==> config.mk <==
export PLATFORM = sky130hd
export DESIGN_NAME = ahb_master_arb_flat
export DESIGN_NICKNAME = d
export VERILOG_FILES = /design/src/rtl/ahb_master_arb_if.sv /design/src/rtl/ahb_master_arb.sv /design/src/flat_wrapper.sv
export SDC_FILE = /design/constraint.sdc
export NUM_CORES = 1
export LEC_CHECK = 0
export CAP_MARGIN = 5
export CORE_AREA = 2 2 135 137
export DETAILED_ROUTE_END_ITERATION = 6
export DIE_AREA = 0 0 137 139
export GPL_TIMING_DRIVEN = 1
export HOLD_SLACK_MARGIN = 0.03
export PLACE_DENSITY = 0.75
export SYNTH_ARGS = -nofsm -noshare
export SYNTH_HDL_FRONTEND = slang
export SYNTH_SLANG_ARGS = --single-unit
==> constraint.sdc <==
create_clock -name hclk -period 2.3 [get_ports hclk]
set_input_delay 0.345 -clock hclk [delete_from_list [all_inputs] [get_ports hclk]]
set_output_delay 0.345 -clock hclk [all_outputs]
set_load 0.005 [all_outputs]
==> src/rtl/ahb_master_arb_if.sv <==
// ahb_master_arb_if: the two AHB-Lite master ports and the shared system bus
// seen by the two-master arbiter.
interface ahb_master_arb_if;
    logic [31:0] m0_haddr;
    logic [1:0]  m0_htrans;
    logic        m0_hwrite;
    logic [2:0]  m0_hsize;
    logic [2:0]  m0_hburst;
    logic [6:0]  m0_hprot;
    logic        m0_hmastlock;
    logic [31:0] m0_hwdata;
    logic        m0_hready;
    logic [31:0] m0_hrdata;
    logic        m0_hresp;

    logic [31:0] m1_haddr;
    logic [1:0]  m1_htrans;
    logic        m1_hwrite;
    logic [2:0]  m1_hsize;
    logic [2:0]  m1_hburst;
    logic [6:0]  m1_hprot;
    logic        m1_hmastlock;
    logic [31:0] m1_hwdata;
    logic        m1_hready;
    logic [31:0] m1_hrdata;
    logic        m1_hresp;

    logic        hready;
    logic        hresp;
    logic [31:0] hrdata;
    logic [31:0] haddr;
    logic [1:0]  htrans;
    logic        hwrite;
    logic [2:0]  hsize;
    logic [2:0]  hburst;
    logic [6:0]  hprot;
    logic        hmastlock;
    logic [31:0] hwdata;
    logic        gnt;

    modport slave (
        input  m0_haddr, m0_htrans, m0_hwrite, m0_hsize, m0_hburst,
        input  m0_hprot, m0_hmastlock, m0_hwdata,
        input  m1_haddr, m1_htrans, m1_hwrite, m1_hsize, m1_hburst,
        input  m1_hprot, m1_hmastlock, m1_hwdata,
        input  hready, hresp, hrdata,
        output m0_hready, m0_hrdata, m0_hresp,
        output m1_hready, m1_hrdata, m1_hresp,
        output haddr, htrans, hwrite, hsize, hburst, hprot, hmastlock,
        output hwdata, gnt
    );

    modport master (
        output m0_haddr, m0_htrans, m0_hwrite, m0_hsize, m0_hburst,
        output m0_hprot, m0_hmastlock, m0_hwdata,
        output m1_haddr, m1_htrans, m1_hwrite, m1_hsize, m1_hburst,
        output m1_hprot, m1_hmastlock, m1_hwdata,
        output hready, hresp, hrdata,
        input  m0_hready, m0_hrdata, m0_hresp,
        input  m1_hready, m1_hrdata, m1_hresp,
        input  haddr, htrans, hwrite, hsize, hburst, hprot, hmastlock,
        input  hwdata, gnt
    );
endinterface

==> src/rtl/ahb_master_arb.sv <==
// ahb_master_arb: two-master AHB-Lite arbiter, m0 (MAU) fixed priority,
// m1 (IFU) starvation guard, lock/burst holds, refused-master response buffer.
module ahb_master_arb #(
    parameter int STARVE_LIMIT = 8,
    parameter int CNT_W        = 4
) (
    input logic             hclk,
    input logic             hrstn,
    ahb_master_arb_if.slave bus
);
    localparam logic [1:0] TR_IDLE   = 2'd0;
    localparam logic [1:0] TR_BUSY   = 2'd1;
    localparam logic [1:0] TR_NONSEQ = 2'd2;
    localparam logic [1:0] TR_SEQ    = 2'd3;

    localparam logic [CNT_W-1:0] CNT_MAX = CNT_W'(STARVE_LIMIT);

    logic             last_owner;
    logic             dph_act;
    logic             dph_own;
    logic [CNT_W-1:0] starve_cnt;
    logic             pend0;
    logic             pend1;
    logic [31:0]      buf0_rdata;
    logic [31:0]      buf1_rdata;
    logic             buf0_resp;
    logic             buf1_resp;

    logic       req0;
    logic       req1;
    logic       new0;
    logic       own_lock;
    logic [1:0] own_trans;
    logic       hold;
    logic       starved;
    logic       gnt_c;
    logic [1:0] sel_trans;
    logic       wait0;
    logic       wait1;
    logic       rdy0;
    logic       rdy1;
    logic       cap0;
    logic       cap1;

    assign req0 = (bus.m0_htrans != TR_IDLE);
    assign req1 = (bus.m1_htrans != TR_IDLE);
    assign new0 = (bus.m0_htrans == TR_NONSEQ);

    // A locked owner or one mid-burst keeps the bus, even over starvation.
    assign own_lock  = last_owner ? bus.m1_hmastlock : bus.m0_hmastlock;
    assign own_trans = last_owner ? bus.m1_htrans : bus.m0_htrans;
    assign hold      = own_lock
                     | (own_trans == TR_SEQ)
                     | (own_trans == TR_BUSY);
    assign starved   = (starve_cnt == CNT_MAX) & req1;

    always_comb begin
        gnt_c = last_owner;
        priority case (1'b1)
            hold:          gnt_c = last_owner;
            starved:       gnt_c = 1'b1;
            new0 | req0:   gnt_c = 1'b0;
            req1:          gnt_c = 1'b1;
            default:       gnt_c = last_owner;
        endcase
    end

    assign sel_trans     = gnt_c ? bus.m1_htrans : bus.m0_htrans;

    assign bus.gnt       = gnt_c;
    assign bus.haddr     = gnt_c ? bus.m1_haddr     : bus.m0_haddr;
    assign bus.htrans    = sel_trans;
    assign bus.hwrite    = gnt_c ? bus.m1_hwrite    : bus.m0_hwrite;
    assign bus.hsize     = gnt_c ? bus.m1_hsize     : bus.m0_hsize;
    assign bus.hburst    = gnt_c ? bus.m1_hburst    : bus.m0_hburst;
    assign bus.hprot     = gnt_c ? bus.m1_hprot     : bus.m0_hprot;
    assign bus.hmastlock = gnt_c ? bus.m1_hmastlock : bus.m0_hmastlock;
    assign bus.hwdata    = dph_own ? bus.m1_hwdata  : bus.m0_hwdata;

    assign wait0 = req0 & gnt_c;
    assign wait1 = req1 & ~gnt_c;
    assign rdy0  = bus.hready & ~wait0;
    assign rdy1  = bus.hready & ~wait1;

    // Data phase finishing for a master whose next address lost arbitration.
    assign cap0 = bus.hready & dph_act & ~dph_own & wait0;
    assign cap1 = bus.hready & dph_act &  dph_own & wait1;

    assign bus.m0_hready = rdy0;
    assign bus.m1_hready = rdy1;
    assign bus.m0_hrdata = pend0 ? buf0_rdata : bus.hrdata;
    assign bus.m1_hrdata = pend1 ? buf1_rdata : bus.hrdata;
    assign bus.m0_hresp  = pend0 ? buf0_resp  : bus.hresp;
    assign bus.m1_hresp  = pend1 ? buf1_resp  : bus.hresp;

    always_ff @(posedge hclk or negedge hrstn) begin
        if (!hrstn) begin
            last_owner <= 1'b0;
            dph_act    <= 1'b0;
            dph_own    <= 1'b0;
        end else if (bus.hready) begin
            last_owner <= gnt_c;
            dph_act    <= (sel_trans == TR_NONSEQ) | (sel_trans == TR_SEQ);
            dph_own    <= gnt_c;
        end
    end

    always_ff @(posedge hclk or negedge hrstn) begin
        if (!hrstn) begin
            starve_cnt <= '0;
        end else if (bus.hready) begin
            if (gnt_c) begin
                starve_cnt <= '0;
            end else if (req1 && starve_cnt != CNT_MAX) begin
                starve_cnt <= starve_cnt + 1'b1;
            end
        end
    end

    always_ff @(posedge hclk or negedge hrstn) begin
        if (!hrstn) begin
            pend0      <= 1'b0;
            buf0_rdata <= '0;
            buf0_resp  <= 1'b0;
        end else if (cap0) begin
            pend0      <= 1'b1;
            buf0_rdata <= bus.hrdata;
            buf0_resp  <= bus.hresp;
        end else if (rdy0) begin
            pend0      <= 1'b0;
        end
    end

    always_ff @(posedge hclk or negedge hrstn) begin
        if (!hrstn) begin
            pend1      <= 1'b0;
            buf1_rdata <= '0;
            buf1_resp  <= 1'b0;
        end else if (cap1) begin
            pend1      <= 1'b1;
            buf1_rdata <= bus.hrdata;
            buf1_resp  <= bus.hresp;
        end else if (rdy1) begin
            pend1      <= 1'b0;
        end
    end
endmodule

==> src/flat_wrapper.sv <==
// flat-port wrapper written by rule: the top's interface ports become plain ports
module ahb_master_arb_flat 
#(
    parameter int STARVE_LIMIT = 8,
    parameter int CNT_W        = 4
)
  (hclk, hrstn, bus_m0_haddr, bus_m0_htrans, bus_m0_hwrite, bus_m0_hsize, bus_m0_hburst, bus_m0_hprot, bus_m0_hmastlock, bus_m0_hwdata, bus_m1_haddr, bus_m1_htrans, bus_m1_hwrite, bus_m1_hsize, bus_m1_hburst, bus_m1_hprot, bus_m1_hmastlock, bus_m1_hwdata, bus_hready, bus_hresp, bus_hrdata, bus_m0_hready, bus_m0_hrdata, bus_m0_hresp, bus_m1_hready, bus_m1_hrdata, bus_m1_hresp, bus_haddr, bus_htrans, bus_hwrite, bus_hsize, bus_hburst, bus_hprot, bus_hmastlock, bus_hwdata, bus_gnt);
  ahb_master_arb_if bus_i ();
  input logic hclk;
  input logic hrstn;
  input wire logic [$bits(bus_i.m0_haddr)-1:0] bus_m0_haddr;
  input wire logic [$bits(bus_i.m0_htrans)-1:0] bus_m0_htrans;
  input wire logic [$bits(bus_i.m0_hwrite)-1:0] bus_m0_hwrite;
  input wire logic [$bits(bus_i.m0_hsize)-1:0] bus_m0_hsize;
  input wire logic [$bits(bus_i.m0_hburst)-1:0] bus_m0_hburst;
  input wire logic [$bits(bus_i.m0_hprot)-1:0] bus_m0_hprot;
  input wire logic [$bits(bus_i.m0_hmastlock)-1:0] bus_m0_hmastlock;
  input wire logic [$bits(bus_i.m0_hwdata)-1:0] bus_m0_hwdata;
  input wire logic [$bits(bus_i.m1_haddr)-1:0] bus_m1_haddr;
  input wire logic [$bits(bus_i.m1_htrans)-1:0] bus_m1_htrans;
  input wire logic [$bits(bus_i.m1_hwrite)-1:0] bus_m1_hwrite;
  input wire logic [$bits(bus_i.m1_hsize)-1:0] bus_m1_hsize;
  input wire logic [$bits(bus_i.m1_hburst)-1:0] bus_m1_hburst;
  input wire logic [$bits(bus_i.m1_hprot)-1:0] bus_m1_hprot;
  input wire logic [$bits(bus_i.m1_hmastlock)-1:0] bus_m1_hmastlock;
  input wire logic [$bits(bus_i.m1_hwdata)-1:0] bus_m1_hwdata;
  input wire logic [$bits(bus_i.hready)-1:0] bus_hready;
  input wire logic [$bits(bus_i.hresp)-1:0] bus_hresp;
  input wire logic [$bits(bus_i.hrdata)-1:0] bus_hrdata;
  output wire logic [$bits(bus_i.m0_hready)-1:0] bus_m0_hready;
  output wire logic [$bits(bus_i.m0_hrdata)-1:0] bus_m0_hrdata;
  output wire logic [$bits(bus_i.m0_hresp)-1:0] bus_m0_hresp;
  output wire logic [$bits(bus_i.m1_hready)-1:0] bus_m1_hready;
  output wire logic [$bits(bus_i.m1_hrdata)-1:0] bus_m1_hrdata;
  output wire logic [$bits(bus_i.m1_hresp)-1:0] bus_m1_hresp;
  output wire logic [$bits(bus_i.haddr)-1:0] bus_haddr;
  output wire logic [$bits(bus_i.htrans)-1:0] bus_htrans;
  output wire logic [$bits(bus_i.hwrite)-1:0] bus_hwrite;
  output wire logic [$bits(bus_i.hsize)-1:0] bus_hsize;
  output wire logic [$bits(bus_i.hburst)-1:0] bus_hburst;
  output wire logic [$bits(bus_i.hprot)-1:0] bus_hprot;
  output wire logic [$bits(bus_i.hmastlock)-1:0] bus_hmastlock;
  output wire logic [$bits(bus_i.hwdata)-1:0] bus_hwdata;
  output wire logic [$bits(bus_i.gnt)-1:0] bus_gnt;
  assign bus_i.m0_haddr = bus_m0_haddr;
  assign bus_i.m0_htrans = bus_m0_htrans;
  assign bus_i.m0_hwrite = bus_m0_hwrite;
  assign bus_i.m0_hsize = bus_m0_hsize;
  assign bus_i.m0_hburst = bus_m0_hburst;
  assign bus_i.m0_hprot = bus_m0_hprot;
  assign bus_i.m0_hmastlock = bus_m0_hmastlock;
  assign bus_i.m0_hwdata = bus_m0_hwdata;
  assign bus_i.m1_haddr = bus_m1_haddr;
  assign bus_i.m1_htrans = bus_m1_htrans;
  assign bus_i.m1_hwrite = bus_m1_hwrite;
  assign bus_i.m1_hsize = bus_m1_hsize;
  assign bus_i.m1_hburst = bus_m1_hburst;
  assign bus_i.m1_hprot = bus_m1_hprot;
  assign bus_i.m1_hmastlock = bus_m1_hmastlock;
  assign bus_i.m1_hwdata = bus_m1_hwdata;
  assign bus_i.hready = bus_hready;
  assign bus_i.hresp = bus_hresp;
  assign bus_i.hrdata = bus_hrdata;
  assign bus_m0_hready = bus_i.m0_hready;
  assign bus_m0_hrdata = bus_i.m0_hrdata;
  assign bus_m0_hresp = bus_i.m0_hresp;
  assign bus_m1_hready = bus_i.m1_hready;
  assign bus_m1_hrdata = bus_i.m1_hrdata;
  assign bus_m1_hresp = bus_i.m1_hresp;
  assign bus_haddr = bus_i.haddr;
  assign bus_htrans = bus_i.htrans;
  assign bus_hwrite = bus_i.hwrite;
  assign bus_hsize = bus_i.hsize;
  assign bus_hburst = bus_i.hburst;
  assign bus_hprot = bus_i.hprot;
  assign bus_hmastlock = bus_i.hmastlock;
  assign bus_hwdata = bus_i.hwdata;
  assign bus_gnt = bus_i.gnt;
  ahb_master_arb #(.STARVE_LIMIT(STARVE_LIMIT), .CNT_W(CNT_W)) u_core (.hclk(hclk), .hrstn(hrstn), .bus(bus_i));
endmodule
==> results.md <==
* Outcome: finished with violations
* Failing checks: negative setup slack
* CTS tree: built
* Routed vias at 4652
* Fmax at 372.7 MHz
* First DRT Iteration DRCs at 100
* Final hold violation count at 0
* Met1 Use GR at 21.70%
* Pre-CTS WS at -0.6322 ns
* Post-synth EDFFs at 0
* Post-Syn Nets at 563
* Synthesized instance count at 363
* Register Area at 1853 sq um
* Leakage at 4.050 nW
* Die span in x at 137 microns
* Yosys warnings at 0
* Fin. max-slew vios at 0
* Area Growth Syn to Fin at 96.61%
* Initial antenna violation count at 2
* Hold Path Class: primary input to asynchronous set/reset pin
* Kind of critical path: register to output port
* Ratio of cells with drive above 1 in the final layout at 46.64%
* RSZ-0062 raised after global routing: yes
* Top-area cell type share of the netlist area at 48.39%
* Post-synth top area cell: mux2_2
* Overall routing resource usage at 19.97%
* IO Port Bufs at 347
* Grt met3 use at 4.203%
* Nets at 969
* First drt pass iteration count at 5
* Slew margin rel. at 72.21%
* Min Clock Period, post-route at 2.683 ns
* Filler cell count at 1508
* Placed Cells at 952
* Clock sink count at 74
* Setup ws final at -0.3828 ns
* Initial Utilization at 27.15%
* Crit path max fanout at 6
* Row cnt at 49
* Met2 Use GR at 37.68%
* Power, Total at 7.216 mW
* DRC viols at 0
* Post-Layout Cell Count at 1005
* DRT antenna net count at 0
* Remaining Overflow, GRT at 0
* Ports at 348
* Comb power frac at 48.3%
* Sw Share at 27.38%
* Worst path arrival time at 2.34 ns
* VDD IR max at 0.0003878 V
* Largest net degree at the start of global routing at 75
* Final period utilization at 116.6%
* Clock buffer count from CTS at 9
* Area of the multi-input gates at 2821 sq um
* Sequential share of the synthesized area at 38.63%
* FF+latch count, synth at 74
* Vias in the first global route at 5191
* Yosys cell types at 39
* Area of placed instances at 8727 sq um
* Cell Pwr Density at 765.7 nW/um^2
* Max-Cap Viols at 0
* First-pass GRT wire length at 29100 microns
* GPL Wtd Cong at 0.8820
* Avg Cell Area, Syn at 13.20 sq um
* Final setup fails at 52
* Final worst clock skew at 0.01023 ns
* Net switching power at 1.976 mW
* CTS H-tree depth at 3
* Clock share of power at 21.9%
* CP Capture Type: output port
* Top cells by area, synth: mux2_2 48%, dfrtp_1 39%, buf_6 2.3%, mux2_1 1.4%, clkbuf_1 0.78%
* Hold buffer count at cts at 0
* Wire per inst at 19.36 microns
* Worst-Margin Slew at 0.4168 ns
* Die footprint at 19040 sq um
* Die height at 139 microns
* Clk_lat worst skew at 0.33 ns
* Global routing's busiest layer: met2
* Worst path required time at 1.96 ns
* Root Buffer: clkbuf_16
* Clock transition at path regs at 0.05 ns
* Pint at 5.240 mW
* Drt via density at 4.629
* Routed WL at 19460 microns
* Synthesized area at 4793 sq um
* Largest buffer count on any clock path at 2
* Area of the core at 17660 sq um
* Async SR Flop Fraction at 100.0%
* DP HPWL at 14330 microns
* Part of the power in registers at 29.8%
* Synth Flop Type: dfrtp_1
* Startpoint types: register
* Design Area, Final at 9424 sq um
-- what timing repair did --
item,4_1_cts,5_1_grt
pin swaps,5,7
buffers inserted,30,7
gates resized for setup,237,37
endpoints found under the setup margin,82,62
gates cloned,6,0
-- synth_stat cells, types with 2 or more instances --
cell type and count:
mux2_1 6, nand3_1 3, nor3_4 2, inv_1 5, buf_1 2, or2_2 2
nor2_1 6, ha_1 2, a31oi_1 2, dfrtp_1 74, mux2_2 206, clkbuf_1 10
o21ai_0 7, buf_6 10, nand2_1 2
-- layer usage --
metal / up-vias / wire (microns)
met2: 175 / 10680
met3: 26 / 1057
met5: - / 0
met4: 0 / 480
li1: 2173 / -
met1: 2278 / 7232
-- cells by family (layout without fill, tap and decap cells) --
kind of cell,after synthesis,in the layout,share of synthesized area (%)
multiplexers,212,212,49.80
flip-flops,74,74,38.63
buffers and inverters,30,441,4.229
AND/OR/NAND/NOR,24,24,3.289
AO/OA/AOI/OAI,21,21,3.524
adder cells (fa/ha/maj),2,2,0.5220
other,0,2,0
-- registers in the layout (all words and copies together) (netlist names) --
register           cells
u_core.buf0_rdata     32
u_core.buf1_rdata     32
u_core.starve_cnt      4
u_core.buf0_resp       1
u_core.buf1_resp       1
u_core.dph_act         1
u_core.dph_own         1
u_core.pend0           1
u_core.pend1           1
-- placed cells by master, fill, tap and decap left out, types with 2 or more instances in the layout --
master and count:
clkdlybuf4s50_1 290, mux2_2 197, dfrtp_1 73, buf_4 52, buf_2 35, buf_6 21
buf_12 11, mux2_4 9, clkbuf_16 9, mux2_1 6, nor2_1 5, o21ai_0 4
dlygate4sd2_1 4, inv_1 3, nand3_1 3, clkbuf_8 3, buf_16 3, buf_8 3
diode_2 2, inv_2 2, nand2_1 2, nor3_4 2, a31oi_1 2, bufinv_16 2
-- worst max-delay path, stage by stage, from the launching register on --
cell and delay [ns]:
dfrtp_1 0.39, inv_2 0.09, ha_4 0.13, and3b_1 0.19, o211a_1 0.23, nor2_4 0.05
buf_6 0.13, buf_12 0.13, buf_16 0.13, buf_8 0.13, mux2_4 0.30, buf_6 0.12
-- layout make-up --
cell class,count,share of cell area [%]
multi-input combinational,259,29.94
timing repair buffer,420,43.51
clock inverter,3,0.7302
sequential,74,19.66
clock buffer,13,2.868
tap,229,3.040
antenna,2,0.05311
inverter,5,0.1992
-- metrics by stage --
step / hold WS (ns) / setup TNS (ns) / util [%]
final: 0.02411 / -14.00 / 53.37
after global routing: 0.05371 / -16.66 / 53.37
after CTS: 0.04144 / -16.66 / 52.94
after detailed placement: 0.3979 / -34.57 / 49.43
after global placement: 0.3879 / -30.55 / 49.43
after floorplan: 0.04941 / 0 / -
-- power groups by stage --
stage | Combinational [mW] | Sequential, mW | Clock, mW
2_1_floorplan | 1.43 | 2.06 | 0
3_3_place_gp | 2.85 | 2.10 | 0
3_5_place_dp | 2.92 | 2.15 | 0
4_1_cts | 3.43 | 2.13 | 1.63
5_1_grt | 3.72 | 2.21 | 1.69
6_report | 3.49 | 2.15 | 1.58
-- final timing paths --
check                                 startpoint               endpoint  slack (ns)  cells past startpoint
min                                        hrstn  u_core.buf0_rdata[11]        0.02                      2
min reg2reg                u_core.buf1_rdata[29]  u_core.buf1_rdata[29]        0.49                      1
max reg2reg                 u_core.starve_cnt[1]   u_core.starve_cnt[1]       -0.29                     19
max in group asynchronous                  hrstn  u_core.buf1_rdata[12]        1.93                      2
max                         u_core.starve_cnt[0]          bus_haddr[23]       -0.38                     11
min in group hclk          u_core.buf1_rdata[29]  u_core.buf1_rdata[29]        0.49                      1
Power figures use the tool's default switching activity.
